<file path="config.mk">
export PLATFORM = sky130hd
export DESIGN_NAME = xgpon_burst_deframer
export DESIGN_NICKNAME = d
export VERILOG_FILES = /design/src/rtl/xgpon_burst_deframer.sv
export SDC_FILE = /design/constraint.sdc
export NUM_CORES = 1
export LEC_CHECK = 0
export CAP_MARGIN = 20
export CELL_PAD_IN_SITES_DETAIL_PLACEMENT = 1
export CELL_PAD_IN_SITES_GLOBAL_PLACEMENT = 2
export CORE_ASPECT_RATIO = 1.4
export CORE_MARGIN = 2
export CORE_UTILIZATION = 30
export DETAILED_ROUTE_END_ITERATION = 12
export PLACE_DENSITY = 0.53
export SYNTH_ARGS = -nofsm -noshare
export SYNTH_HDL_FRONTEND = slang
export SYNTH_SLANG_ARGS = --single-unit
</file>
<file path="constraint.sdc">
create_clock -name axis_clk -period 4.97 [get_ports axis_clk]
set_clock_uncertainty 0.1 [all_clocks]
set_input_delay 1.2425 -clock axis_clk [delete_from_list [all_inputs] [get_ports axis_clk]]
set_output_delay 1.2425 -clock axis_clk [all_outputs]
set_load 0.02 [all_outputs]
</file>
<file path="src/rtl/xgpon_burst_deframer.sv">
// xgpon_burst_deframer: hunts the burst delimiter in the raw RX word stream and
// forwards payload words as an AXI4-Stream burst through a fall-through FIFO.
module xgpon_burst_deframer #(
  parameter int FIFO_DEPTH = 16,
  parameter int MAX_WORDS  = 512,
  parameter int DELIM_TOL  = 2
) (
  input  logic        axis_clk,
  input  logic        axis_resetn,
  input  logic        enable,
  input  logic [31:0] rx_data,
  input  logic        rx_valid,
  input  logic [31:0] delim_pattern,
  input  logic [31:0] frtrail_pattern,
  output logic [31:0] axis_TDATA_out,
  output logic        axis_TVALID_out,
  output logic [3:0]  axis_TKEEP_out,
  output logic        axis_TLAST_out,
  output logic        axis_TUSER_out,
  input  logic        axis_TREADY_in,
  output logic [15:0] burst_count,
  output logic [15:0] err_count,
  output logic        overflow
);
  localparam int AW = $clog2(FIFO_DEPTH);
  localparam int CW = $clog2(MAX_WORDS + 1);
  localparam logic [CW-1:0] MAXW = CW'(MAX_WORDS);
  typedef enum logic {HUNT, PAYLOAD} state_t;
  state_t state, state_nx;
  logic hold_v, hold_v_nx;
  logic [31:0] hold_d, hold_d_nx;
  logic [CW-1:0] wcnt, wcnt_nx;
  logic wr_req, wr_last, wr_user, inc_b, inc_e;
  logic delim_hit, trail_hit;
  logic [33:0] mem [FIFO_DEPTH];
  logic [33:0] head;
  logic [AW:0] wp, rp;
  logic full, empty, push, pop;
  assign delim_hit = $countones(rx_data ^ delim_pattern) <= DELIM_TOL;
  assign trail_hit = rx_data == frtrail_pattern;
  // The hold register delays each payload word by one so the trailer can mark it TLAST.
  always_comb begin
    state_nx = state;
    hold_v_nx = hold_v;
    hold_d_nx = hold_d;
    wcnt_nx = wcnt;
    wr_req = 1'b0;
    wr_last = 1'b0;
    wr_user = 1'b0;
    inc_b = 1'b0;
    inc_e = 1'b0;
    if (!enable) begin
      state_nx = HUNT;
      hold_v_nx = 1'b0;
      if (state == PAYLOAD && hold_v) begin
        wr_req = 1'b1;
        wr_last = 1'b1;
        wr_user = 1'b1;
        inc_e = 1'b1;
      end
    end else if (state == HUNT) begin
      if (rx_valid && delim_hit) begin
        state_nx = PAYLOAD;
        hold_v_nx = 1'b0;
        wcnt_nx = '0;
      end
    end else if (rx_valid) begin
      if (trail_hit) begin
        state_nx = HUNT;
        hold_v_nx = 1'b0;
        wr_req = hold_v;
        wr_last = 1'b1;
        inc_b = hold_v;
      end else if (wcnt == MAXW) begin
        state_nx = HUNT;
        hold_v_nx = 1'b0;
        wr_req = hold_v;
        wr_last = 1'b1;
        wr_user = 1'b1;
        inc_e = hold_v;
      end else begin
        wr_req = hold_v;
        hold_v_nx = 1'b1;
        hold_d_nx = rx_data;
        wcnt_nx = wcnt + 1'b1;
      end
    end
  end
  assign empty = wp == rp;
  assign full = (wp[AW] != rp[AW]) && (wp[AW-1:0] == rp[AW-1:0]);
  assign push = wr_req && !full;
  assign pop = !empty && axis_TREADY_in;
  assign head = mem[rp[AW-1:0]];
  assign axis_TVALID_out = !empty;
  assign axis_TDATA_out = empty ? '0 : head[31:0];
  assign axis_TLAST_out = !empty && head[33];
  assign axis_TUSER_out = !empty && head[32];
  assign axis_TKEEP_out = {4{!empty}};
  always_ff @(posedge axis_clk or negedge axis_resetn) begin
    if (!axis_resetn) begin
      state <= HUNT;
      hold_v <= 1'b0;
      hold_d <= '0;
      wcnt <= '0;
      wp <= '0;
      rp <= '0;
      burst_count <= '0;
      err_count <= '0;
      overflow <= 1'b0;
    end else begin
      state <= state_nx;
      hold_v <= hold_v_nx;
      hold_d <= hold_d_nx;
      wcnt <= wcnt_nx;
      wp <= wp + (AW+1)'(push);
      rp <= rp + (AW+1)'(pop);
      burst_count <= burst_count + 16'(inc_b);
      err_count <= err_count + 16'(inc_e);
      overflow <= overflow | (wr_req & full);
    end
  end
  always_ff @(posedge axis_clk) begin
    if (push) mem[wp[AW-1:0]] <= {wr_last, wr_user, hold_d};
  end
endmodule

</file>
# [Word-level counts from Yosys, hierarchy flattened]
# Memory sizes are Yosys's and may differ from the RTL's.
# Cells that the tools add are included.
[totals] wordCells=115 inputBits=101 mem_count=1 register_bits=87 ramBits=544 output_inout_bits=72
[memory_table] name="mem" words=16 word_bits=34 rd=1 rd_clocked_by_memory_dff=0 wr=1 line="35" source="logic [33:0] mem [FIFO_DEPTH];"
[classes] magnitude_cmp=1 bitwise_logic=5 n_reduce_logical=13 mux=40 n_addsub=36 n_eq_ne=10
[ops] cell="two-way mux 10 bit" count=5
[ops] cell="two-way mux 1 bit" count=34
[ops] cell="adder 1 x 1 -> 2 bit" count=16
[ops] cell="adder 16 x 1 -> 16 bit" count=2
[ops] cell="== test 32 bit" count=1
[ops] cell="two-way mux 32 bit" count=1
[ops] cell="XOR 32 bit" count=1
[ops] cell="adder 2 x 2 -> 3 bit" count=8
[ops] cell="adder 3 x 3 -> 4 bit" count=4
[ops] cell="adder 10 x 1 -> 10 bit (second input constant)" count=1
[ops] cell="adder 4 x 4 -> 5 bit" count=2
[ops] cell="adder 5 x 1 -> 5 bit" count=2
[ops] cell="== test 10 bit (second input constant)" count=1
[ops] cell="AND reduction 5 bit" count=2
[ops] cell="logical AND 1 bit" count=7
[ops] cell="adder 5 x 5 -> 6 bit" count=1
[ops] cell="less-or-equal comparator 6 x 2 -> 1 bit (second input constant)" count=1
[ops] cell="!= test 2 bit (second input constant)" count=3
[ops] cell="== test 5 bit" count=1
[ops] cell="== test 4 bit" count=1
[ops] cell="!= test 3 x 1 -> 1 bit (second input constant)" count=1
[ops] cell="!= test 3 bit (second input constant)" count=1
[ops] cell="logical NOT 1 bit" count=2
[ops] cell="inverter 1 bit" count=2
[ops] cell="other kinds (5)" count=5

# [Longest topological paths before layout]
# Gate-level depths: netlist of the first run.
[depth] depth_word=11 ltp_mapped=19

# [Worst setup path after synthesis of the first run]
# OpenSTA, ideal clock, no wires.
[synth_path] path_kind="input to register" startpoint="input rx_data[19]" endpoint="register wcnt[8]" arrival_ns=6.423 setup_time_ns=0.123 stages=19 setup_slack_ns=-1.676 path_cell_list="xnor2_1 > fa_1 > fa_1 > inv_1 > fa_1 > inv_1 > fa_1 > fa_1 > fa_1 > inv_1 > ha_1 > inv_1 > fa_1 > a211o_1 > a2111oi_2 > a21o_2 > and3_1 > nand4_1 > mux2i_1"
[synth_between] elab_chain_len=10 word_cells_on_any_way=12 classes_between="add/sub: 5; order compare: 1; eq/ne: 2; bitwise: 1; reduce/logical: 3"
[synth_rtl] element="start, declared" line="11" source="input logic [31:0] rx_data,"
[synth_rtl] element="XOR 32 bit" line="39" source="assign delim_hit = $countones(rx_data ^ delim_pattern) <= DELIM_TOL;"
[synth_rtl] element="adder 1 x 1 -> 2 bit (not written as such)" line="39"
[synth_rtl] element="adder 2 x 2 -> 3 bit (not written as such)" line="39"
[synth_rtl] element="adder 3 x 3 -> 4 bit (not written as such)" line="39"
[synth_rtl] element="adder 4 x 4 -> 5 bit (not written as such)" line="39"
[synth_rtl] element="adder 5 x 5 -> 6 bit (not written as such)" line="39"
[synth_rtl] element="less-or-equal comparator 6 x 2 -> 1 bit" line="39"
[synth_rtl] element="logical AND 1 bit" line="62" source="if (rx_valid && delim_hit) begin"
[synth_rtl] element="nonzero test 2 bit (no line)"
[synth_rtl] element="AND reduction 5 bit (no line) *"
[synth_rtl] element="end signal, assigned" line="114" source="wcnt <= wcnt_nx;"
[synth_rtl] element="end, declared" line="32" source="logic [CW-1:0] wcnt, wcnt_nx;"
# Every way passes the cells marked *; elsewhere a longest branch is shown, timed or not.
# A chain may end at the register's enable or synchronous reset.

# [Worst setup path in the final report of the first run]
[layout_path] startpoint="input delim_pattern[3]" endpoint="register wcnt[0]"
[layout_between] elab_chain_len=10
[layout_rtl] element="start, declared" line="13" source="input logic [31:0] delim_pattern,"
[layout_rtl] element="XOR 32 bit" line="39"
[layout_rtl] element="adder 1 x 1 -> 2 bit (not written as such)" line="39"
[layout_rtl] element="adder 2 x 2 -> 3 bit (not written as such)" line="39"
[layout_rtl] element="adder 3 x 3 -> 4 bit (not written as such)" line="39"
[layout_rtl] element="adder 4 x 4 -> 5 bit (not written as such)" line="39"
[layout_rtl] element="adder 5 x 5 -> 6 bit (not written as such)" line="39"
[layout_rtl] element="less-or-equal comparator 6 x 2 -> 1 bit" line="39"
[layout_rtl] element="logical AND 1 bit" line="62"
[layout_rtl] element="nonzero test 2 bit (no line)"
[layout_rtl] element="AND reduction 5 bit (no line)"
# Every way passes these cells.

==> results of run 1 <==
[per-layer routing]
metal	track usage, %	vias to the layer above	part of all wire [%]
li1	-	5635	-
met2	29.4	374	50
met3	3.51	95	5.5
met4	4.61	0	2.0
met1	22.7	7189	43
met5	0	-	0
[worst max-delay path by stage]
| stage | endpoint | start | depth (start not counted) |
|---|---|---|---|
| 3_5_place_dp | wcnt[8] | rx_data[15] | 21 |
| 2_1_floorplan | wcnt[8] | rx_data[23] | 19 |
| 4_1_cts | wcnt[8] | rx_data[17] | 21 |
| 3_3_place_gp | wcnt[8] | rx_data[19] | 20 |
| 6_report | wcnt[0] | delim_pattern[3] | 18 |
| 5_1_grt | wcnt[8] | rx_data[17] | 21 |
[registers in the layout, indices dropped and copies added, names as in the netlist]
name and count:
overflow 1, state 1, mem 544, burst_count 16
rp 5, err_count 16, hold_v 1, hold_d 32
wp 5, wcnt 10
[per-stage QoR]
step	instances	setup TNS [ns]	hold slack [ns]	util (%)
4_1_cts	2696	-14.89	0.378	37.7
3_5_place_dp	2576	-28.22	0.362	35.2
3_3_place_gp	2575	-27.98	0.363	35.2
2_1_floorplan	1250	-15.75	0.364	-
5_1_grt	2707	-16.96	0.385	37.9
6_report	2708	-14.69	0.364	37.9
[what timing repair did]
item | CTS | global route
pin swaps | 18 | 10
gates resized for setup | 117 | 27
gates cloned | 0 | 1
endpoints found under the setup margin | 12 | 16
buffers inserted | 3 | 11
[cells by family (layout without fill, tap and decap cells)]
family / count (synthesis) / count (layout) / share of synthesized area, %
muxes: 209 / 209 / 16.8
xor gates and xnor gates: 103 / 103 / 3.48
and+or+nand+nor: 168 / 168 / 3.59
adders and majority gates: 41 / 41 / 2.67
AOI/OAI and AO/OA: 17 / 17 / 0.502
DFF: 631 / 631 / 71.4
buffers and inverters: 81 / 442 / 1.49
other: 0 / 1 / 0
[cell type report]
cell class	count	area (sq um)
clock buffers	94	1910
flip-flops and latches	631	18500
clock inverters	23	168
fillers	8270	53200
repair buffers	299	3000
well taps	1096	1370
diodes	1	2.50
inverters	26	100
multi-input cells	538	7360
[cells in the mapped netlist, types with 6 or more instances]
cell and number:
and3_1 11, buf_1 7, buf_2 17, buf_4 8
clkbuf_1 19, dfrtp_1 87, edfxtp_1 544, fa_1 24
ha_1 17, inv_1 26, mux2_4 28, mux2i_1 6
mux4_2 170, nand2_1 23, nand2b_1 10, nand3_1 21
nand4_1 21, nor2_1 24, nor2b_1 39, nor3_1 6
xnor2_1 88, xor2_1 15
[worst max-delay path, stage by stage]
cell and delay (ns):
dlygate4sd2_1 0.26, xnor2_2 0.24, fa_1 0.50, fa_1 0.59
fa_1 0.44, fa_1 0.48, fa_1 0.53, fa_1 0.42
inv_1 0.07, ha_2 0.18, inv_2 0.05, fa_2 0.36
a211o_1 0.27, a2111oi_4 0.35, a21o_4 0.21, buf_4 0.12
a31oi_4 0.07, mux2_4 0.26
[power by group through the flow]
stage | Sequential [uW] | Combinational [uW] | Clock, uW
after global placement | 7130 | 6320 | 0
final | 7020 | 6530 | 4830
after CTS | 7070 | 6530 | 4990
after detailed placement | 7180 | 6360 | 0
after global routing | 7110 | 7110 | 5150
after floorplan | 6760 | 4140 | 0
[placed cells by master, fill, tap and decap left out, types with 10 or more instances in the layout]
cell type        Yosys  layout
buf_12               0      30
buf_2               17      14
buf_4                8      92
clkbuf_1            19      16
clkbuf_16            0      69
clkdlybuf4s50_1      0     141
dfrtp_1             87      83
edfxtp_1           544     544
fa_1                24      21
ha_1                17      16
inv_1               26      21
mux2_4              28      29
mux4_2             170     170
nand2_1             23      21
nand2b_1            10      10
nand3_1             21      20
nand4_1             21      21
nor2_1              24      11
nor2_4               0      13
nor2b_1             39      39
xnor2_1             88      74
xnor2_2              0      10
xor2_1              15      15
==> parameters.txt, run 1 <==
Parameter                              Value

Clocking
  Root cell of the clock tree    clkbuf_16
  Clock tree from TritonCTS    yes
  Number of buffers inserted during clock tree synthesis    68
  Clock latency of the later-clocked register in the worst-skew pair    around 0.60 ns
  Number of clock sinks    between 600 and 700
  Worst-path clk slew    approximately 0.06 ns
  Maximum count of clock buffers along a single path    3
  Hold-fix buffers, CTS    0
  H-tree lvl count    3

Setup path
  Worst reg2reg path startpoint    rp[1]
  Data required time at the worst endpoint    ~5.4 ns
  Worst reg2reg setup slack    ~1.5 ns
  Endpoint type of the worst setup path    flip-flop
  Critical register-to-register path endpoint    mem[12][16]
  Critical path fanouts, max    7
  Number of cell instances on the worst register-to-register path    8
  Crit path kind    in -> reg
  Signal arrival time at the worst endpoint    around 6.7 ns
  Startpoint Class    input pin

Logic synthesis
  Most area-consuming cells after synthesis    edfxtp_1 (63%), mux4_2 (15%), dfrtp_1 (8.4%)
  Count of distinct cell types in the synthesized netlist    45
  Number of flops mapped to enable cells by yosys    between 500 and 600
  Cell taking the most area after synthesis    edfxtp_1
  Synthesized instance count    between 1k and 1.5k
  Netlist area before placement    between 20,000 and 30,000 sq um
  Part of the Yosys area used for sequential elements    approximately 71%
  Yosys warning count    0
  Syn avg cell area    around 21 sq um
  Area share of the largest cell type after synthesis    approximately 63%
  Number of nets in the synthesized netlist    between 1k and 1.5k
  Total of flip-flops plus latches after synthesis    around 630
  Commonest register cell after synthesis    edfxtp_1
  Ys async rst share    13.8%

Job
  Number of max-cap violations    0

Cells and area
  Proportion of layout cells with a drive suffix above 1    a little under a third
  Layout overhead on the synthesized area    25.1%
  Post-Layout Inst Area    roughly 32,000 sq um
  Final net count    between 1.5k and 2k

Route
  Total number of vias    13.3k
  Average via count per standard cell    between 4 and 5
  Routed Wire Length    around 75,000 microns
  Iteration-0 DRC count of the detailed router    around 910
  Number of nets still failing antenna checks after routing    0
  Routed length per placed instance    27.7 microns
  TritonRoute pass-1 iters    7
  DR DRC count    0

Hold path
  End point of the most critical hold path    overflow
  Min-Delay Path Depth    1
  Min-delay src    overflow
  Path type of the worst min-delay path    reg -> reg

STA
  Worst slew margin relative to its limit    around 43%
  Slew at the pin closest to its max-slew limit    roughly 0.84 ns
  FMAX    approximately 0.16 GHz
  Final critical delay including setup and external delays    6.29 ns
  Final number of max-transition violations    0
  RSZ-0062 raised after global routing    yes
  Number of setup violations in the final report    12
  Number of hold violations in the final report    0
  Final clock period utilization by the worst path    127%
  Minimum setup slack in the final design    -1.32 ns

Placed design
  Placement-stage worst setup slack    -2.41 ns
  Placer's final routability congestion estimate    roughly 0.74
  Detailed placement HPWL    47,000 microns
  Placed Instance Area    ~30,000 sq um
  Port buffer count    between 150 and 200

Pwr
  Switching share of power    31.4%
  Sequential share of power    38.2%
  Switch Pwr    5770 uW
  Leakage Power    approximately 0.011 uW
  Clock network power share    a little over a quarter
  Internal power contribution    12,600 uW
  Share of total power in combinational logic    35.5%
  PD cells    around 570 nW/um^2
  Peak supply drop    between 0.2 and 0.3 mV
  Total power draw    between 15,000 and 20,000 uW

Floorplanning
  Die Area    between 80,000 and 90,000 sq um
  Initial Utilization    30.3%
  Floorplan die height    ~350 microns
  Horizontal die dimension    roughly 250 microns
  Core Footprint    around 86,000 sq um
  Num ports    around 170
  Row Count    around 130

Global routing
  Initial antenna violation count    3
  Total routing usage reported by global routing    17.3%
  First-pass GRT wire length    around 110,000 microns
  Pin count of the biggest net entering global routing    52
  Overall overflow remaining after global route    0
  Number of global-route vias before repair    roughly 15k

Outcome
  Result of the run    complete, but fails checks
  Failing checks    negative setup slack
Note: power is estimated with default switching activity, not from simulation.
==> run 2: changes to the inputs <==
--- a/config.mk
+++ b/config.mk
@@ -12,6 +12,7 @@
 export CORE_MARGIN = 2
 export CORE_UTILIZATION = 30
 export DETAILED_ROUTE_END_ITERATION = 12
+export GPL_TIMING_DRIVEN = 0
 export PLACE_DENSITY = 0.53
 export SYNTH_ARGS = -nofsm -noshare
 export SYNTH_HDL_FRONTEND = slang
==> run 2 against run 1 <==
Effect of this change:
- the flow still finishes with violations (negative setup slack)
- register-to-register slack worse by 0.12 ns
- hold slack worse by 0.0057 ns
- critical path depth is 3 higher
- via count is 0.26% higher
- clock power hardly changed
- routed wire length is 5.4% higher
- power is 1.1% higher
- worst setup slack worse by 0.10 ns
- global-route usage is 0.83 points higher
- count of clock-buffer cells in the layout is 2 lower
- cell count is 0.70% lower
- sequential share of layout area is 0.073 points lower
- critical endpoint is now wcnt[6]
- largest cell class unchanged
- highest routed layer is now met5
==> parameters.txt, run 2 (same netlist as run 1, synthesis figures left out) <==
Parameter                              Value

Setup path
  Buffers and inverters on the worst path    7 (was 4)
  Critical path fanouts, max    5 (was 7)
  Endpoint type of the worst setup path    flip-flop (unchanged)
  Number of cell instances on the worst register-to-register path    8 (unchanged)
  Data required time at the worst endpoint    5.34 ns (was 5.35 ns)
  Worst path most repeated cell    fa_1 (unchanged)
  Signal arrival time at the worst endpoint    6.76 ns (was 6.67 ns)
  Slowest stage cell, crit path    fa_1 (unchanged)
  Crit path kind    in -> reg (unchanged)
  Cell-by-cell trace of the critical path    clkbuf_4, xnor2_4, fa_1, fa_1, inv_2, fa_1, inv_2, fa_1, fa_1, fa_1, inv_1, ha_2, inv_2, fa_2, a211o_1, a2111oi_4, nand4_1, buf_4, buf_8, nand2_1, mux2i_1 (was dlygate4sd2_1, xnor2_2, fa_1, fa_1, fa_1, fa_1, fa_1, fa_1, inv_1, ha_2, inv_2, fa_2, a211o_1, a2111oi_4, a21o_4, buf_4, a31oi_4, mux2_4)
  Critical register-to-register path endpoint    mem[12][20] (was mem[12][16])
  Worst reg2reg setup slack    1.37 ns (was 1.49 ns)
  Critical Path Max Stage Delay    0.57 ns (was 0.59 ns)
  Worst reg2reg path startpoint    rp[3] (was rp[1])
  Startpoint Class    input pin (unchanged)
  Cell type group with the largest total delay on the critical path    adder cells (unchanged)

Hold path
  End point of the most critical hold path    overflow (unchanged)
  Min-delay src    overflow (unchanged)
  Min-Delay Path Depth    1 (unchanged)
  Path type of the worst min-delay path    reg -> reg (unchanged)

STA
  Final number of max-transition violations    0 (unchanged)
  Slew at the pin closest to its max-slew limit    1.05 ns (was 0.842 ns)
  Fin Setup TNS    -16.35 ns (was -14.69 ns)
  Final critical delay including setup and external delays    6.39 ns (was 6.29 ns)
  Worst slew margin relative to its limit    30.2% (was 43.5%)
  Minimum setup slack in the final design    -1.42 ns (was -1.32 ns)
  Number of hold violations in the final report    0 (unchanged)
  Number of setup violations in the final report    12 (unchanged)
  FMAX    0.156 GHz (was 0.159 GHz)
  RSZ-0062 raised after global routing    yes (unchanged)
  Final clock period utilization by the worst path    129% (was 127%)

Clocking
  Clock latency of the later-clocked register in the worst-skew pair    0.61 ns (was 0.60 ns)
  Root cell of the clock tree    clkbuf_16 (unchanged)
  Number of buffers inserted during clock tree synthesis    66 (was 68)
  Worst-path clk slew    0.06 ns (about the same)
  Clock tree from TritonCTS    yes (unchanged)
  Maximum count of clock buffers along a single path    3 (unchanged)
  H-tree lvl count    3 (unchanged)
  Number of clock sinks    631 (unchanged)

Global routing
  Pin count of the biggest net entering global routing    47 (was 52)
  Number of global-route vias before repair    14.7k (was 14.9k)
  Initial antenna violation count    5 (was 3)
  Overall overflow remaining after global route    0 (unchanged)
  Total routing usage reported by global routing    18.2% (was 17.3%)
  First-pass GRT wire length    111,000 microns (was 108,000 microns)

Placed design
  Placement-stage worst setup slack    -2.90 ns (was -2.41 ns)
  Placer's final routability congestion estimate    0.726 (was 0.741)
  Detailed placement HPWL    55,100 microns (was 47,000 microns)
  Placed Instance Area    29,900 sq um (was 30,200 sq um)
  Port buffer count    170 (was 172)

Route
  Routed Wire Length    79,100 microns (was 75,100 microns)
  Total number of vias    13.3k (about the same)
  Routed length per placed instance    29.4 microns (was 27.7 microns)
  Iteration-0 DRC count of the detailed router    976 (was 905)
  Average via count per standard cell    4.96 (was 4.91)
  Number of nets still failing antenna checks after routing    0 (unchanged)
  DR DRC count    0 (unchanged)
  TritonRoute pass-1 iters    5 (was 7)

Floorplanning
  Horizontal die dimension    252 microns (unchanged)
  Num ports    173 (unchanged)
  Row Count    127 (unchanged)
  Core Footprint    85,600 sq um (unchanged)
  Initial Utilization    30.3% (unchanged)
  Floorplan die height    352 microns (unchanged)
  Die Area    88,800 sq um (unchanged)

Outcome
  Failing checks    negative setup slack (unchanged)
  Result of the run    complete, but fails checks (unchanged)

Job
  Number of max-cap violations    0 (unchanged)

Cells and area
  Multi-input gate area in the final layout    7530 sq um (was 7360 sq um)
  Total area of sequential cells    18,500 sq um (about the same)
  Final net count    1,686 (was 1,706)
  Leading cell types in the layout, fill and taps excluded    edfxtp_1 (544), mux4_2 (170), clkdlybuf4s50_1 (137) (was edfxtp_1 (544), mux4_2 (170), clkdlybuf4s50_1 (141))
  Commonest non-fill, non-tap cell in the layout    edfxtp_1 (unchanged)
  Layout overhead on the synthesized area    25.2% (was 25.1%)
  # diodes    0 (was 1)
  Post-Layout Inst Area    32,500 sq um (was 32,400 sq um)
  Max reg flops    544 (unchanged)
  Number of fillers in the final layout    8,295 (was 8,270)
  Proportion of layout cells with a drive suffix above 1    31.2% (was 31.3%)
  Core utilization of the finished layout    37.9% (about the same)

Pwr
  Total power draw    18,600 uW (was 18,400 uW)
  Leakage Power    0.0112 uW (about the same)
  Peak supply drop    0.369 mV (was 0.294 mV)
  PD cells    572 nW/um^2 (was 567 nW/um^2)
## run 2: through the flow
step / cells / hold WS (ns)
floorplan: 1250 / 0.364
global placement: 2516 / 0.351
detailed placement: 2558 / 0.347
CTS: 2684 / 0.364
global route: 2689 / 0.388
finish: 2689 / 0.359
## run 2: area by class of cell
cell class	instances	area share, %
flip-flops and latches	631	57.0
multi-input cells	538	23.2
repair buffers	226	7.67
clock buffers	92	5.80
well taps	1096	4.22
plain buffers	55	1.14
clock inverters	25	0.628
inverters	26	0.301
## run 2: worst max path at each step
| stage | cells past startpoint | endpoint | startpoint |
|---|---|---|---|
| 4_1_cts | 20 | wcnt[8] | rx_data[13] |
| 3_3_place_gp | 5 | mem[1][13] | rx_valid |
| 3_5_place_dp | 18 | wcnt[0] | rx_data[1] |
| 6_report | 21 | wcnt[6] | rx_data[23] |
| 5_1_grt | 21 | wcnt[7] | delim_pattern[11] |
| 2_1_floorplan | 19 | wcnt[8] | rx_data[23] |
## run 2: report_power, final
group / internal [uW] / switching [uW] / leakage [uW]
combinational: 3360 / 3510 / 0.00391
sequential: 6370 / 496 / 0.00623
clock: 2800 / 2050 / 0.00103
total: 12500 / 6050 / 0.0112
## run 2: timing repair
| action | 4_1_cts | 5_1_grt |
|---|---|---|
| pin swaps | 30 | 23 |
| resized for setup | 189 | 52 |
| setup buffers | 8 | 3 |
| gates cloned | 1 | 0 |
| hold buffers | 0 | 0 |
| endpoints found under the setup margin | 88 | 32 |
## run 2: metal layers
metal | GRT usage [%] | routed length (microns) | share of wire (%)
met4 | 4.53 | 1410 | 1.8
met2 | 32.4 | 41400 | 52
met3 | 3.08 | 3850 | 4.9
met1 | 22.9 | 32400 | 41
met5 | 0 | 13 | 0.016
